[src/rtl/sent_rx_crc_arbiter.sv]
// Round-robin arbiter sharing one SENT RX CRC check engine between the fast-channel,
// short serial and enhanced serial decoders; tracks a saturating error count.
module sent_rx_crc_arbiter #(
   parameter int unsigned TIMEOUT_CYCLES = 255,
   parameter int unsigned ERR_CNT_W      = 8
) (
   input  logic                 clk_rx,
   input  logic                 reset_rx,
   input  logic                 req_fast_i,
   input  logic                 req_serial_i,
   input  logic                 req_enhanced_i,
   input  logic [2:0]           mode_fast_i,
   input  logic                 crc_check_done_i,
   input  logic                 crc_valid_i,
   output logic [2:0]           enable_crc_check_o,
   output logic [2:0]           grant_o,
   output logic [2:0]           done_o,
   output logic                 result_valid_o,
   output logic                 timeout_o,
   output logic                 busy_o,
   output logic [ERR_CNT_W-1:0] err_count_o
);

   localparam logic [15:0] TMR_LAST = 16'(TIMEOUT_CYCLES - 1);

   typedef enum logic [1:0] {
      IDLE  = 2'd0,
      ISSUE = 2'd1,
      WAIT  = 2'd2,
      RESP  = 2'd3
   } state_t;

   state_t      state;
   logic [1:0]  ptr;
   logic [1:0]  gnt_idx;
   logic [2:0]  mode_q;
   logic [15:0] timer;

   logic [2:0]  req;
   logic        sel_vld;
   logic [1:0]  sel_idx;
   logic [2:0]  sel_code;

   function automatic logic mode_legal(input logic [2:0] m);
      return (m == 3'b001) || (m == 3'b010) || (m == 3'b011);
   endfunction

   assign req = {req_enhanced_i, req_serial_i, req_fast_i};

   // First requester at or after the pointer, order fast -> serial -> enhanced, wrapping.
   always_comb begin
      sel_vld = |req;
      sel_idx = 2'd0;
      unique case (ptr)
         2'd0: begin
            if (req[0])      sel_idx = 2'd0;
            else if (req[1]) sel_idx = 2'd1;
            else             sel_idx = 2'd2;
         end
         2'd1: begin
            if (req[1])      sel_idx = 2'd1;
            else if (req[2]) sel_idx = 2'd2;
            else             sel_idx = 2'd0;
         end
         default: begin
            if (req[2])      sel_idx = 2'd2;
            else if (req[0]) sel_idx = 2'd0;
            else             sel_idx = 2'd1;
         end
      endcase
   end

   always_comb begin
      sel_code = 3'b000;
      unique case (sel_idx)
         2'd0:    sel_code = mode_legal(mode_fast_i) ? mode_fast_i : 3'b000;
         2'd1:    sel_code = 3'b100;
         default: sel_code = 3'b101;
      endcase
   end

   // Timeout is combinational on done so that a same-cycle done suppresses it.
   assign timeout_o = (state == WAIT) && (timer == TMR_LAST) && !crc_check_done_i;
   assign busy_o    = (state != IDLE);

   always_ff @(posedge clk_rx) begin
      if (reset_rx) begin
         state              <= IDLE;
         ptr                <= 2'd0;
         gnt_idx            <= 2'd0;
         mode_q             <= 3'b000;
         timer              <= '0;
         enable_crc_check_o <= 3'b000;
         grant_o            <= 3'b000;
         done_o             <= 3'b000;
         result_valid_o     <= 1'b0;
         err_count_o        <= '0;
      end else begin
         enable_crc_check_o <= 3'b000;
         done_o             <= 3'b000;
         unique case (state)
            IDLE: begin
               if (sel_vld) begin
                  grant_o            <= 3'b001 << sel_idx;
                  gnt_idx            <= sel_idx;
                  enable_crc_check_o <= sel_code;
                  if (sel_idx == 2'd0) mode_q <= mode_fast_i;
                  state <= ISSUE;
               end
            end
            ISSUE: begin
               if ((gnt_idx == 2'd0) && !mode_legal(mode_q)) begin
                  done_o         <= grant_o;
                  result_valid_o <= 1'b0;
                  state          <= RESP;
               end else begin
                  timer <= '0;
                  state <= WAIT;
               end
            end
            WAIT: begin
               if (crc_check_done_i) begin
                  done_o         <= grant_o;
                  result_valid_o <= crc_valid_i;
                  state          <= RESP;
               end else if (timer == TMR_LAST) begin
                  done_o         <= grant_o;
                  result_valid_o <= 1'b0;
                  state          <= RESP;
               end else begin
                  timer <= timer + 16'd1;
               end
            end
            RESP: begin
               if (!result_valid_o && (err_count_o != '1))
                  err_count_o <= err_count_o + 1'b1;
               ptr            <= (gnt_idx == 2'd2) ? 2'd0 : gnt_idx + 2'd1;
               grant_o        <= 3'b000;
               result_valid_o <= 1'b0;
               state          <= IDLE;
            end
            default: state <= IDLE;
         endcase
      end
   end

endmodule

[config.mk]
export PLATFORM = sky130hd
export DESIGN_NAME = sent_rx_crc_arbiter
export DESIGN_NICKNAME = d
export VERILOG_FILES = /design/src/rtl/sent_rx_crc_arbiter.sv
export SDC_FILE = /design/constraint.sdc
export NUM_CORES = 1
export LEC_CHECK = 0
export CORE_MARGIN = 2
export CORE_UTILIZATION = 46
export DETAILED_ROUTE_END_ITERATION = 12
export MAX_ROUTING_LAYER = met4
export PLACE_DENSITY = 0.69
export REMOVE_ABC_BUFFERS = 1
export SLEW_MARGIN = 20
export SYNTH_ARGS = -nofsm -noshare
export SYNTH_HDL_FRONTEND = slang
export SYNTH_SLANG_ARGS = --single-unit
[constraint.sdc]
create_clock -name clk_rx -period 2.1 [get_ports clk_rx]
set_clock_uncertainty 0.05 [all_clocks]
set_input_delay 0.525 -clock clk_rx [delete_from_list [all_inputs] [get_ports clk_rx]]
set_output_delay 0.525 -clock clk_rx [all_outputs]
set_load 0.01 [all_outputs]
==> impl_metrics.ini <==
[floorplan]
die_area_sq_mm = 0.00539
initial_core_util_pct = 47.2
fp-row-count = 25
chip_height_um = 73.4
io_pins = 30
coreArea_sq_mm = 0.00469
floorplan.die.width_um = 73.4

[logic_synthesis]
yosys_warnings = 0
flip_flop_and_latch_count_after_synthesis = 43
sequential_element_share_of_the_synthesized_area_pct = 38.8
synth.top_cells.by_area = sky130_fd_sc_hd__dfxtp_1 (39%), sky130_fd_sc_hd__nor2_1 (4.7%), sky130_fd_sc_hd__ha_1 (4.5%)
syn_area_sq_mm = 0.00222
postSynth.topFlopCell = sky130_fd_sc_hd__dfxtp_1
synth.top_cell.area_share_pct = 38.8
syn_inst = 251
async_flop_share_pct = 0
synth.avg_cell_area_sq_um = 8.83
synth_enable_flop_cells = 0
synth_largest_area_cell = sky130_fd_sc_hd__dfxtp_1
synth_cell_types = 52

[setup_path]
critPathMaxStageDelay_ns = 0.36
sort_of_element_at_the_start_of_the_critical_path = flop
arrival_ns = 2.21
slowest_stage_cell_on_the_critical_path = sky130_fd_sc_hd__or3_1
cpLargestDelayFamily = simple AND/OR/NAND/NOR gates
cpMostUsedCell = sky130_fd_sc_hd__nand2_1
path_type_of_the_worst_setup_path = flop to flop
worst-endpoint-required_ns = 2.30
path_max_fanout = 5
kind_of_end_point_of_the_critical_path = flop
critPathBufInv = 1
cp_cell_sequence = inv_1, ha_1, nor3b_2, nand2_1, a21o_1, or3_1, nand2_1

[detailed_routing]
post-route-drc-count = 0
detailedRoute.firstIterationViolations = 89
finalWirelength_mm = 5.03
detail_route.first_pass.iterations = 4
detail_route.vias_per_cell = 5.53
dr_total_vias = 2040
final_antenna_net_count = 0
wire_per_inst_um = 13.6

[place]
placement.io_buffers = 29
globalplace.congestion = 0.796
post-place-ws_ns = -0.220
detailed_placer_s_ending_hpwl_mm = 3.76

[sta]
report.final.slew_viol_count = 0
max_clock_freq_ghz = 0.496
slew_headroom_pct = 68.6
timing.final.crit_share_pct = 95.9
period_needed_ns = 2.01
setup_viol = 0
final.setup.worst_slack_ns = 0.0858
rsz0062_at_grt = no
hold_slack_ns = 0.450
hold_viol_final = 0
worst_pin_slew_ns = 0.466

[clock_network]
cts.sink_count = 43
tritoncts_clock_tree = yes
worst_setup_hold_path_clk_slew_ns = 0.08
cts_hold_buffers = 0
post_cts.repair.setup_buffers = 0
clk-insertion-delay-late_ns = 0.30
tritoncts.num_buffers = 5
clk_root_buffer_cell = sky130_fd_sc_hd__clkbuf_8
clockBufferDepth = 2
cts_h_tree_depth = 2

[final_layout]
layout.cells.most_common_list = sky130_fd_sc_hd__dfxtp_1 (42), sky130_fd_sc_hd__buf_4 (33), sky130_fd_sc_hd__nor2_1 (28)
nNetsFinal = 332
layout_commonest_cell = sky130_fd_sc_hd__dfxtp_1
n_fill_cell = 417
final_layout_size_suffix_gt1_share_pct = 18.7
antenna_cells_inserted = 0
syn2layout_area_growth_pct = 33.8

[grt]
met3_track_utilization_from_global_routing_pct = 5.08
grt_pass1_vias = 1912
grt_start_max_net_pins = 31
grt_usage_pct = 20.8
grt_overflow_total = 0
grt_first_pass_wirelength_mm = 8.55
global_route_hottest_layer = met2
grtUsageMet2_pct = 33.6
grt_antenna_before_repair = 0
grt_use_met1_pct = 25.8

[power]
power.static_leakage_nw = 1.15
power.density_mw_per_mm2 = 942
power.ir.vdd_worst_uv = 602

[run_status]
status = finished clean

[min_path]
worstHoldPathType = flop to flop

[run]
cap_violations = 0
==> registers in the layout, indices dropped and copies added, names as in the netlist <==
name                count
mode_q                  3
ptr                     2
result_valid_o          1
done_o                  3
gnt_idx                 2
err_count_o             8
state                   2
enable_crc_check_o      3
grant_o                 3
timer                  16
==> logic make-up (layout without fill, tap and decap cells) <==
kind of cell,after synthesis,after routing,share of synthesized area [%]
AO/OA/AOI/OAI,63,63,20.4
AND/OR/NAND/NOR,99,99,25.2
multiplexers,7,7,3.16
adder cells (fa/ha/maj),8,8,4.52
flip-flops,43,43,38.8
XOR/XNOR,11,11,4.35
buffers and inverters,20,84,3.56
==> timing repair <==
action                                 4_1_cts  5_1_grt
gates resized for setup                      7        3
pin swaps                                    0        2
setup endpoints to repair                    2        5
endpoints found under the hold margin        0        0
==> final timing paths <==
check	start	endpoint	slack, ns	cells after the start
worst max register to register	state[1]	timer[10]	0.09	7
worst min-delay path	err_count_o[1]	err_count_o[1]	0.45	2
worst max-delay path	state[1]	timer[10]	0.09	7
worst min register to register	err_count_o[1]	err_count_o[1]	0.45	2
==> where the power goes <==
part	switching, mW	internal [mW]	leakage, nW
Clock	0.295	0.474	0.0644
Sequential	0.0674	0.895	0.349
Combinational	0.580	0.482	0.735
==> synthesized netlist by cell type (2+ instances only) <==
| library cell | n |
|---|---|
| sky130_fd_sc_hd__a21oi_1 | 19 |
| sky130_fd_sc_hd__a2bb2oi_1 | 2 |
| sky130_fd_sc_hd__and2_1 | 3 |
| sky130_fd_sc_hd__and3_1 | 4 |
| sky130_fd_sc_hd__and4_1 | 4 |
| sky130_fd_sc_hd__clkbuf_1 | 6 |
| sky130_fd_sc_hd__dfxtp_1 | 43 |
| sky130_fd_sc_hd__ha_1 | 8 |
| sky130_fd_sc_hd__inv_1 | 13 |
| sky130_fd_sc_hd__mux2i_1 | 7 |
| sky130_fd_sc_hd__nand2_1 | 12 |
| sky130_fd_sc_hd__nand2b_1 | 6 |
| sky130_fd_sc_hd__nand3_1 | 7 |
| sky130_fd_sc_hd__nand3b_1 | 2 |
| sky130_fd_sc_hd__nand4_1 | 6 |
| sky130_fd_sc_hd__nand4_2 | 2 |
| sky130_fd_sc_hd__nor2_1 | 28 |
| sky130_fd_sc_hd__nor2b_1 | 3 |
| sky130_fd_sc_hd__nor3_1 | 5 |
| sky130_fd_sc_hd__o2111ai_1 | 3 |
| sky130_fd_sc_hd__o211ai_1 | 3 |
| sky130_fd_sc_hd__o21a_1 | 2 |
| sky130_fd_sc_hd__o21ai_0 | 10 |
| sky130_fd_sc_hd__o31a_1 | 2 |
| sky130_fd_sc_hd__o31ai_1 | 3 |
| sky130_fd_sc_hd__o32ai_1 | 5 |
| sky130_fd_sc_hd__or3_1 | 8 |
| sky130_fd_sc_hd__or4_1 | 2 |
| sky130_fd_sc_hd__xnor2_1 | 7 |
| sky130_fd_sc_hd__xor2_1 | 4 |
==> worst reg2reg max path, delay by kind of cell, from the launching register on <==
kind | cells | cell delay, ns
and+or+nand+nor | 4 | 0.98
DFF | 1 | 0.35
AOI/OAI and AO/OA | 1 | 0.27
adders and majority gates | 1 | 0.20
buffers and inverters | 1 | 0.11
==> metal layers <==
metal | share of wire, % | vias to the layer above
met5 | 0 | -
met4 | 1.6 | 0
met3 | 3.1 | 8
met2 | 48 | 35
met1 | 47 | 952
li1 | - | 1045
==> final cells by class <==
type	count	area, sq um	area share [%]
multi-input cells	188	1300	43.8
inverters	13	48.8	1.65
repair buffers	63	552	18.6
flip-flops and latches	43	862	29.1
clock buffers	5	68.8	2.32
clock inverters	3	67.6	2.28
well taps	54	67.6	2.28
==> through the flow <==
step | instance area [sq um] | total power [mW] | setup TNS [ns] | utilization, % | cells
floorplan | 2190 | 1.58 | 0 | - | 244
global placement | 2810 | 2.01 | -1.15 | 59.9 | 361
detailed placement | 2810 | 2.03 | -1.57 | 59.9 | 361
CTS | 2970 | 2.79 | 0 | 63.2 | 369
global route | 2970 | 2.96 | 0 | 63.2 | 369
finish | 2970 | 2.79 | 0 | 63.2 | 369
Power figures use the tool's default switching activity.
